File: config.mk
export PLATFORM = sky130hd
export DESIGN_NAME = and_scoreboard_flat
export DESIGN_NICKNAME = d
export VERILOG_FILES = /design/src/rtl/and_scoreboard_if.sv /design/src/rtl/and_scoreboard.sv /design/src/flat_wrapper.sv
export SDC_FILE = /design/constraint.sdc
export NUM_CORES = 1
export LEC_CHECK = 0
export ABC_AREA = 1
export BUFFER_PORTS_ARGS = -buffer_cell sky130_fd_sc_hd__buf_4
export CAP_MARGIN = 40
export CORE_MARGIN = 8
export CORE_UTILIZATION = 50
export CTS_CLUSTER_DIAMETER = 150
export CTS_CLUSTER_SIZE = 20
export DETAILED_ROUTE_END_ITERATION = 10
export PLACE_DENSITY_LB_ADDON = 0.15
export SLEW_MARGIN = 30
export SYNTH_ARGS = -nofsm -noshare
export SYNTH_HDL_FRONTEND = slang
export SYNTH_SLANG_ARGS = --single-unit
File: constraint.sdc
create_clock -name clk -period 9 [get_ports clk]
set_input_delay 0.45 -clock clk [delete_from_list [all_inputs] [get_ports clk]]
set_output_delay 0.45 -clock clk [all_outputs]
set_load 0.1 [all_outputs]
File: src/rtl/and_scoreboard_if.sv
// -----------------------------------------------------------------------------
// and_scoreboard_if
//   Bundles the stimulus and response sides of the AND-gate checking path.
//
//   Signals:
//     stim_valid  stimulus (a, b) applied to the AND gate this cycle
//     a, b        stimulus operands
//     rsp_valid   AND-gate response valid this cycle
//     c           AND-gate response
//
//   Handshake: both streams are valid-only and have no ready signal. A beat
//   transfers on every rising clk edge where its valid is high. The receiver
//   cannot stall either stream, so the sender never waits.
//
//   Modports:
//     master  the side that drives stimulus and responses (testbench / DUT wrapper)
//     slave   the scoreboard consuming both streams
// -----------------------------------------------------------------------------
interface and_scoreboard_if #(
  parameter int WIDTH = 8
);
  logic             stim_valid;
  logic [WIDTH-1:0] a;
  logic [WIDTH-1:0] b;
  logic             rsp_valid;
  logic [WIDTH-1:0] c;

  modport master (output stim_valid, a, b, rsp_valid, c);
  modport slave  (input  stim_valid, a, b, rsp_valid, c);
endinterface

File: src/rtl/and_scoreboard.sv
// -----------------------------------------------------------------------------
// and_scoreboard
//   Receive-and-compare end of the AND-gate stimulus path. Each stimulus (a, b)
//   pushes a & b into an in-order FIFO. Each response c pops one entry and is
//   compared against it. The block keeps pass/error counts, captures the first
//   mismatch and runs an idle watchdog. It then raises a sticky done/pass
//   verdict for the testcase to poll.
//
//   Ports:
//     clk, rst     rising-edge clock, synchronous active-high reset
//     start        one-cycle pulse, IDLE -> RUN (ignored elsewhere)
//     bus          and_scoreboard_if.slave: stim_valid/a/b, rsp_valid/c
//     busy         high in RUN
//     done         high in DONE, sticky until rst
//     pass         done with no errors, no overflow and no timeout
//     mismatch     one-cycle pulse after each failed or unexpected response
//     err_count    failed compares + unexpected responses (saturating)
//     chk_count    responses consumed in RUN (stops at NUM_CHECKS)
//     overflow     sticky: stimulus dropped because the FIFO was full
//     timeout      sticky: watchdog expired
//     first_exp    expected value of the first error (0 if unexpected)
//     first_got    response value of the first error
//     state_dbg    current FSM state (IDLE=0, RUN=1, DONE=2)
// -----------------------------------------------------------------------------
module and_scoreboard #(
  parameter int WIDTH      = 8,
  parameter int DEPTH      = 8,
  parameter int NUM_CHECKS = 16,
  parameter int TIMEOUT    = 1000
) (
  input  logic             clk,
  input  logic             rst,
  input  logic             start,
  and_scoreboard_if.slave  bus,
  output logic             busy,
  output logic             done,
  output logic             pass,
  output logic             mismatch,
  output logic [15:0]      err_count,
  output logic [15:0]      chk_count,
  output logic             overflow,
  output logic             timeout,
  output logic [WIDTH-1:0] first_exp,
  output logic [WIDTH-1:0] first_got,
  output logic [1:0]       state_dbg
);

  localparam int AW = $clog2(DEPTH);
  localparam int CW = AW + 1;

  typedef enum logic [1:0] {
    S_IDLE = 2'd0,
    S_RUN  = 2'd1,
    S_DONE = 2'd2
  } state_t;

  state_t state, state_next;

  logic [WIDTH-1:0] mem [DEPTH];
  logic [AW-1:0]    wr_ptr;
  logic [AW-1:0]    rd_ptr;
  logic [CW-1:0]    count;
  logic [15:0]      wd_cnt;

  logic             run;
  logic             full;
  logic             empty;
  logic             wd_expire;
  logic             rsp_fire;
  logic             stim_fire;
  logic             pop;
  logic             push;
  logic             drop;
  logic [WIDTH-1:0] exp_val;
  logic             err_event;
  logic [15:0]      chk_next;
  logic             final_chk;

  // Datapath decode. Once the watchdog has expired, that cycle is spent
  // leaving RUN and any stimulus or response seen in it is ignored.
  always_comb begin
    run       = (state == S_RUN);
    full      = (count == CW'(DEPTH));
    empty     = (count == '0);
    wd_expire = run && (wd_cnt == 16'(TIMEOUT));
    rsp_fire  = run && !wd_expire && bus.rsp_valid;
    stim_fire = run && !wd_expire && bus.stim_valid;
    pop       = rsp_fire && !empty;
    // A pop in the same cycle frees the slot, so a push at full is still legal.
    push      = stim_fire && (!full || pop);
    drop      = stim_fire && full && !pop;
    // An empty FIFO reads as 0. A same-cycle push is never forwarded.
    exp_val   = empty ? '0 : mem[rd_ptr];
    err_event = rsp_fire && (empty || (mem[rd_ptr] != bus.c));
    chk_next  = chk_count + 16'd1;
    final_chk = rsp_fire && (chk_next == 16'(NUM_CHECKS));
  end

  // FSM state register
  always_ff @(posedge clk) begin
    if (rst) state <= S_IDLE;
    else     state <= state_next;
  end

  // FSM next-state
  always_comb begin
    state_next = state;
    case (state)
      S_IDLE: if (start) state_next = S_RUN;
      S_RUN:  if (wd_expire || final_chk) state_next = S_DONE;
      S_DONE: state_next = S_DONE;
      default: state_next = S_IDLE;
    endcase
  end

  // FIFO storage. It needs no reset because the pointers and count define
  // which entries are valid.
  always_ff @(posedge clk) begin
    if (push) mem[wr_ptr] <= bus.a & bus.b;
  end

  // Counters, flags, pointers and first-error capture
  always_ff @(posedge clk) begin
    if (rst || (state == S_IDLE && start)) begin
      wr_ptr    <= '0;
      rd_ptr    <= '0;
      count     <= '0;
      wd_cnt    <= '0;
      mismatch  <= 1'b0;
      err_count <= '0;
      chk_count <= '0;
      overflow  <= 1'b0;
      timeout   <= 1'b0;
      first_exp <= '0;
      first_got <= '0;
    end else begin
      mismatch <= err_event;

      if (run && !wd_expire) begin
        wd_cnt <= bus.rsp_valid ? 16'd0 : wd_cnt + 16'd1;
      end
      if (wd_expire) timeout <= 1'b1;

      if (push) wr_ptr <= wr_ptr + AW'(1);
      if (pop)  rd_ptr <= rd_ptr + AW'(1);
      if (push && !pop)      count <= count + CW'(1);
      else if (pop && !push) count <= count - CW'(1);

      if (drop) overflow <= 1'b1;

      if (rsp_fire) chk_count <= chk_next;

      if (err_event) begin
        if (err_count != 16'hFFFF) err_count <= err_count + 16'd1;
        // err_count is still zero only until the first error after start.
        if (err_count == 16'd0) begin
          first_exp <= exp_val;
          first_got <= bus.c;
        end
      end
    end
  end

  always_comb begin
    busy      = (state == S_RUN);
    done      = (state == S_DONE);
    pass      = done && (err_count == 16'd0) && !overflow && !timeout;
    state_dbg = state;
  end

endmodule

File: src/flat_wrapper.sv
// flat-port wrapper written by rule: the top's interface ports become plain ports
module and_scoreboard_flat 
#(
  parameter int WIDTH      = 8,
  parameter int DEPTH      = 8,
  parameter int NUM_CHECKS = 16,
  parameter int TIMEOUT    = 1000
)
  (clk, rst, start, busy, done, pass, mismatch, err_count, chk_count, overflow, timeout, first_exp, first_got, state_dbg, bus_stim_valid, bus_a, bus_b, bus_rsp_valid, bus_c);
  and_scoreboard_if #(.WIDTH(WIDTH)) bus_i ();
  input  logic clk;
  input  logic rst;
  input  logic start;
  output logic busy;
  output logic done;
  output logic pass;
  output logic mismatch;
  output logic [15:0] err_count;
  output logic [15:0] chk_count;
  output logic overflow;
  output logic timeout;
  output logic [WIDTH-1:0] first_exp;
  output logic [WIDTH-1:0] first_got;
  output logic [1:0] state_dbg;
  input wire logic [$bits(bus_i.stim_valid)-1:0] bus_stim_valid;
  input wire logic [$bits(bus_i.a)-1:0] bus_a;
  input wire logic [$bits(bus_i.b)-1:0] bus_b;
  input wire logic [$bits(bus_i.rsp_valid)-1:0] bus_rsp_valid;
  input wire logic [$bits(bus_i.c)-1:0] bus_c;
  assign bus_i.stim_valid = bus_stim_valid;
  assign bus_i.a = bus_a;
  assign bus_i.b = bus_b;
  assign bus_i.rsp_valid = bus_rsp_valid;
  assign bus_i.c = bus_c;
  and_scoreboard #(.WIDTH(WIDTH), .DEPTH(DEPTH), .NUM_CHECKS(NUM_CHECKS), .TIMEOUT(TIMEOUT)) u_core (.clk(clk), .rst(rst), .start(start), .bus(bus_i), .busy(busy), .done(done), .pass(pass), .mismatch(mismatch), .err_count(err_count), .chk_count(chk_count), .overflow(overflow), .timeout(timeout), .first_exp(first_exp), .first_got(first_got), .state_dbg(state_dbg));
endmodule
== Word level (Yosys, flattened, before mapping) ==
Memory sizes are Yosys's and may differ from the RTL's. A register that Yosys moved wholly into a read port is not among the register bits.
Cells that the tools add are included.

* Bits in registers: 79
* RAM bits: 64
* Input port bits: 29
* Output and inout bits: 56
* Word-level logic and storage cells: 75
* Memories: 1

* $add $sub $neg: 7
* Equality and inequality tests: 9
* Muxes and demuxes: 11
* Bitwise logic cells: 1
* Reductions and logical operators: 34

{| class="wikitable"
|+ Memories
! memory !! words !! bits a word !! rd ports !! clocked after Yosys merged registers in !! wr ports !! line !! text
|-
| u_core.mem || 8 || 8 || 1 || 1 || 1 || and_scoreboard.sv:59 || <nowiki>logic [WIDTH-1:0] mem [DEPTH];</nowiki>
|}

{| class="wikitable"
|+ Operator list
! cell !! count
|-
| 16-bit by 1-bit adder with 16-bit output (second input constant) || 3
|-
| 16-bit by 10-bit equality test with 1-bit output (second input constant) || 1
|-
| 16-bit by 5-bit equality test with 1-bit output (second input constant) || 1
|-
| 1-bit logical AND || 16
|-
| 16-bit logical NOT || 1
|-
| 16-bit 2-to-1 mux || 1
|-
| 16-bit != test (second input constant) || 1
|-
| 8-bit bitwise AND || 1
|-
| 4-bit 2-to-1 mux || 2
|-
| 8-bit 2-to-1 mux || 1
|-
| 8-bit != test || 1
|-
| 1-bit logical NOT || 7
|-
| 3-bit by 1-bit adder with 3-bit output (second input constant) || 2
|-
| 3-bit 2-to-1 mux || 2
|-
| 2-bit one-hot mux with 3 select lines || 1
|-
| 2-bit AND reduction || 3
|-
| 4-bit by 1-bit adder with 4-bit output (second input constant) || 1
|-
| 4-bit equality test (second input constant) || 1
|-
| 4-bit logical NOT || 1
|-
| 1-bit logical OR || 4
|-
| 2-bit 2-to-1 mux || 2
|-
| 2-bit != test (second input constant) || 2
|-
| 4-bit by 1-bit subtractor with 4-bit output (second input constant) || 1
|-
| 2-bit by 1-bit equality test with 1-bit output (second input constant) || 1
|-
| 4 further kinds || 5
|}

== Depth between registers and ports, before layout ==
* Word-level depth: 12
* Gate-level depth with buffers: 21
* Gate-level depth less buffers: 21

== Worst setup path after synthesis ==
OpenSTA, ideal clock, no wires.

* Kind: reg2reg
* Start: register u_core.state[0] (netlist: u_core.state_dbg[0])
* End: register u_core.count[3]
* Library setup time: 119 ps
* Data arrival time: 4,029 ps
* Required time: 8,881 ps
* Setup slack: 4,852 ps
* Stages on the path, launching flop included: 17
* Buffers on the path: 0
* Clock period less this slack: 4,148 ps
* Cell sequence: dfxtp_1 ha_1 nand2_4 nor2_4 inv_2 nor2_1 inv_1 ha_1 inv_1 ha_1 a21o_1 a21oi_1 nor2_1 nor2_1 nand2_1 o21ai_0 a21oi_1

* Word-level cells in the longest chain between the ends: 11
* Elaborated cells on any way between the ends: 18
* Classes of those cells: eq/ne (1); mux (1); reduce/logical (16)

{| class="wikitable"
|+ RTL lines
! element !! line !! text
|-
| from (decl) || and_scoreboard.sv:57 || <nowiki>state_t state, state_next;</nowiki>
|-
| from (signal assigned) || and_scoreboard.sv:102 || <nowiki>else state <= state_next;</nowiki>
|-
| 2-bit by 1-bit equality test with 1-bit output (*) || -- ||
|-
| net busy || flat_wrapper.sv:14 || <nowiki>output logic busy;</nowiki>
|-
| 1-bit logical AND || and_scoreboard.sv:85 || <nowiki>wd_expire = run && (wd_cnt == 16'(TIMEOUT));</nowiki>
|-
| 1-bit logical NOT || and_scoreboard.sv:86, and_scoreboard.sv:87 ||
|-
| 1-bit logical AND (*) || and_scoreboard.sv:86, and_scoreboard.sv:87 ||
|-
| 1-bit logical AND || and_scoreboard.sv:86 || <nowiki>rsp_fire = run && !wd_expire && bus.rsp_valid;</nowiki>
|-
| 1-bit logical AND || and_scoreboard.sv:88 || <nowiki>pop = rsp_fire && !empty;</nowiki>
|-
| 1-bit logical OR || and_scoreboard.sv:90 || <nowiki>push = stim_fire && (!full || pop);</nowiki>
|-
| 1-bit logical AND || and_scoreboard.sv:90 ||
|-
| 1-bit logical NOT || and_scoreboard.sv:147 || <nowiki>else if (pop && !push) count <= count - CW'(1);</nowiki>
|-
| 1-bit logical AND || and_scoreboard.sv:147 ||
|-
| 2-bit nonzero test (no source line) || -- ||
|-
| to (signal assigned) || and_scoreboard.sv:146 || <nowiki>if (push && !pop) count <= count + CW'(1);</nowiki>
|-
| to (signal assigned) || and_scoreboard.sv:147 ||
|-
| to (decl) || and_scoreboard.sv:62 || <nowiki>logic [CW-1:0] count;</nowiki>
|}

The timed path passes the listed nets; every way through them passes the cells marked *.
A chain may end at the register's enable or synchronous reset.

== Worst setup path after layout ==
* Start: register u_core.wd_cnt[0]
* End: register u_core.count[3]

* Word-level cells in the longest chain between the ends: 11
* Elaborated cells on any way between the ends: 15
* Classes of those cells: eq/ne (1); mux (1); reduce/logical (13)

{| class="wikitable"
|+ RTL lines
! element !! line !! text
|-
| from (decl) || and_scoreboard.sv:63 || <nowiki>logic [15:0] wd_cnt;</nowiki>
|-
| from (signal assigned) || and_scoreboard.sv:140 || <nowiki>wd_cnt <= bus.rsp_valid ? 16'd0 : wd_cnt + 16'd1;</nowiki>
|-
| 16-bit by 10-bit equality test with 1-bit output (*) || and_scoreboard.sv:85 ||
|-
| 1-bit logical AND (*) || and_scoreboard.sv:85 ||
|-
| 1-bit logical NOT (*) || and_scoreboard.sv:86, and_scoreboard.sv:87 ||
|-
| 1-bit logical AND (*) || and_scoreboard.sv:86, and_scoreboard.sv:87 ||
|-
| 1-bit logical AND || and_scoreboard.sv:86 ||
|-
| 1-bit logical AND || and_scoreboard.sv:88 ||
|-
| 1-bit logical OR || and_scoreboard.sv:90 ||
|-
| 1-bit logical AND || and_scoreboard.sv:90 ||
|-
| 1-bit logical NOT || and_scoreboard.sv:147 ||
|-
| 1-bit logical AND || and_scoreboard.sv:147 ||
|-
| 2-bit nonzero test (no source line) || -- ||
|}

Mark *: on every way between the ends. The rest lies on a longest branch, timed or not.

==> summary.md <==
| Metric | Value |
|---|---|
| Status | complete, no violations |
| Final setup TNS | 0 ns |
| PwrDens | about 250 nW/um2 |
| Clk_skew | about 0.0067 ns |
| Worst-path fanout max | 27 |
| Maximum clock path buffer count | 2 |
| Clock transition at path regs | 0.06 ns |
| CP Launch Type | register |
| Final Power | ~2200 uW |
| Final setup viols | 0 |
| Detailed router's first-iteration violation count | between 400 and 500 |
| Maxcap violations | 0 |
| DIE AREA | 18,800 um2 |
| Crit end category | register |
| EDFF count, synth | 64 |
| Hpwl dp | approximately 12,000 um |
| Effective utilization at floorplan | 50.9% |
| Gr usage total | 18.8% |
| Vias | 6,163 |
| Layout cell share with drive strength beyond 1 | 12.9% |
| Netlist area before placement | around 7300 um2 |
| Peak supply drop | 0.277 mV |
| Min-Delay Path Class | in -> reg |
| Worst slew pin tran | 0.810 ns |
| N_diodes | 0 |
| H-tree levels | 4 |
| Critical path's slowest cell | dfxtp_1 |
| Number of global-route vias before repair | 5,473 |
| Sequential Power Share | 35.5% |
| LEAKAGE | about 0.0039 uW |
| Worst-Skew Late Latency | between 0.4 and 0.5 ns |
| Final min period | between 3 and 4 ns |
| CTS Buf Count | 17 |
| CP Data Required Time | 9.31 ns |
| Core area | between 10,000 and 15,000 um2 |
| RSZ-0062 raised after global routing | no |
| Sw frac | 36.4% |
| CP max stage delay | 0.37 ns |
| Primary FF master, synth | dfxtp_1 |
| Drt first pass iters | 5 |
| Largest net degree at the start of global routing | 37 |
| Ys async rst share | 0% |
| Most frequent cells in the layout | nand2_1 (244), inv_1 (156), nor2_1 (145) |
| Port Buffers | 84 |
| Initial antenna violation count | 0 |
| First-pass GRT wire length | 28,000 um |
| Final period utilization | 39.0% |
| Post_cts resized | 0 |
| DIE WIDTH | 137 um |
| Int Pwr | 1370 uW |
| Cell count after synthesis | 961 |
| Clock tree from TritonCTS | done |
| Synthesis Warnings | 0 |
| Hold Vio Cnt, Final | 0 |
| Clock share of power | 34.4% |
| CTS sink cnt | 146 |
| Fin util | 60.2% |
| CP top delay family | simple AND/OR/NAND/NOR gates |
| Setup CP Type | reg -> reg |
| CTS root buf | clkbuf_16 |
| Setup ws final | 5.49 ns |
| Detail Route Antenna Nets | 0 |
| WP buf/inv | 5 |
| Post-Layout Cell Count | 1,240 |
| Final WL | 17,400 um |
| Placed cells | approximately 1,200 |
| Hold buffers post-CTS | 0 |
| Data arrival time of the worst path | 3.82 ns |
| Yosys reg bits | about 150 |
| Crit path cell chain | inv_1 > ha_1 > nand3_1 > nor2_1 > nand2_2 > nand2_4 > nor2_4 > buf_16 > inv_2 > nor2_1 > inv_1 > ha_1 > inv_1 > ha_1 > a21o_1 > a21oi_1 > nor2_1 > nor2_1 > nand2_1 > o21ai_0 > a21oi_1 |
| Fillers | 1,331 |
| Sw power | 786 uW |
| Avg Cell Area, Syn | 7.63 um2 |
| Post-Place Worst Slack | 5.31 ns |
| Syn nets | 1,005 |
| # rows | 44 |
| Post-DR wirelength/cell | 14.0 um |
| Worst relative slew slack | 45.8% |
| # Post-CTS Setup Buffers | 0 |
| Register area share after synthesis | slightly below 50% |
| Cell mode on critical path | nor2_1 |
| Synth cell types | 38 |
| Most common cell after layout, fill and taps aside | nand2_1 |
| Area growth, synth to finish | 18.4% |
| Final #Nets | around 1,100 |
| Fmax | 0.285 GHz |
| # DRC | 0 |
| IO Pins | between 80 and 90 |
| Die extent in y | around 140 um |
| Combinational share of power | 30.1% |
| DR vias/cell | about 5.0 |
| Final slew viol count | 0 |
| Total grt overflow | 0 |
| Placer congestion estimate | between 0.8 and 0.9 |
-- state kept, by name, summed over array words and instances, names as in the netlist, named ones only --
signal            flops
u_core.err_count     16
u_core.mismatch       1
u_core.first_exp      8
u_core.chk_count     16
u_core.mem           64
u_core.overflow       1
u_core.first_got      8
u_core.wd_cnt        16
u_core.wr_ptr         3
u_core.rd_ptr         3
u_core.timeout        1
u_core.count          4
u_core.state_dbg      2
-- layer usage --
layer | vias to the layer above | global-route usage (%) | part of all wire, %
met4 | 0 | 5.07 | 1.1
met1 | 2764 | 26.8 | 49
met2 | 151 | 27.9 | 45
met5 | - | 0 | 0
li1 | 3228 | - | -
met3 | 20 | 4.26 | 5.4
-- worst register-to-register path: cells and delay by family, from the launching register on --
kind | cells | cell delay, ns
compound gates | 4 | 0.55
simple gates | 9 | 1.18
flops | 1 | 0.37
buf+inv | 5 | 0.65
fa+ha+maj | 3 | 0.67
-- synth_stat cells (3+ instances only) --
library cell,n,area [um2]
a21oi_1,26,130
buf_2,3,15.0
buf_4,4,30.0
buf_6,11,124
clkbuf_1,7,26.3
dfxtp_1,82,1640
edfxtp_1,64,1920
ha_1,14,175
inv_1,156,586
inv_2,5,18.8
nand2_1,244,916
nand3_1,68,340
nand3b_1,3,22.5
nand4_1,37,231
nor2_1,145,544
nor2_4,3,33.8
nor3_1,12,60.1
nor4_1,4,25.0
o21ai_0,28,140
o21ai_1,10,50.1
o22ai_1,8,50.1
xor2_1,9,78.8
-- stage by stage --
stage,hold WS (ns),instance area (um2)
after floorplan,0.448,7330
after global placement,0.464,8030
after detailed placement,0.470,8030
after CTS,0.263,8660
after global routing,0.271,8690
final,0.273,8690
-- kinds of logic (layout without fill, tap and decap cells) --
kind of cell / after synthesis / count (layout) / synth area share (%)
AO/OA/AOI/OAI: 76 / 76 / 5.46
XOR/XNOR: 11 / 11 / 1.31
buffers and inverters: 188 / 283 / 11.0
adder cells (fa/ha/maj): 15 / 15 / 2.66
flip-flops: 146 / 146 / 48.6
AND/OR/NAND/NOR: 525 / 525 / 30.9
-- power groups by stage --
stage / Clock [uW] / Sequential, uW / Combinational (uW)
final: 743 / 768 / 650
after global routing: 783 / 774 / 705
after CTS: 753 / 767 / 645
after detailed placement: 0 / 782 / 642
after global placement: 0 / 780 / 639
after floorplan: 0 / 940 / 340
-- cell type report --
type | instances | area (um2) | share of cell area [%]
sequential | 146 | 3560 | 41.0
multi-input combinational | 627 | 2970 | 34.1
timing repair buffer | 88 | 681 | 7.84
inverter | 163 | 614 | 7.07
clock buffer | 25 | 510 | 5.88
tap | 184 | 230 | 2.65
clock inverter | 7 | 121 | 1.40
-- final timing paths --
| kind | start | cells past startpoint | slack, ns | to |
|---|---|---|---|---|
| min reg2reg | u_core.wr_ptr[0] | 2 | 0.49 | u_core.wr_ptr[0] |
| min | bus_c[7] | 3 | 0.27 | u_core.first_got[7] |
| max | u_core.wd_cnt[0] | 21 | 5.49 | u_core.count[3] |
| max reg2reg | u_core.wd_cnt[0] | 21 | 5.49 | u_core.count[3] |
Power figures use the tool's default switching activity.
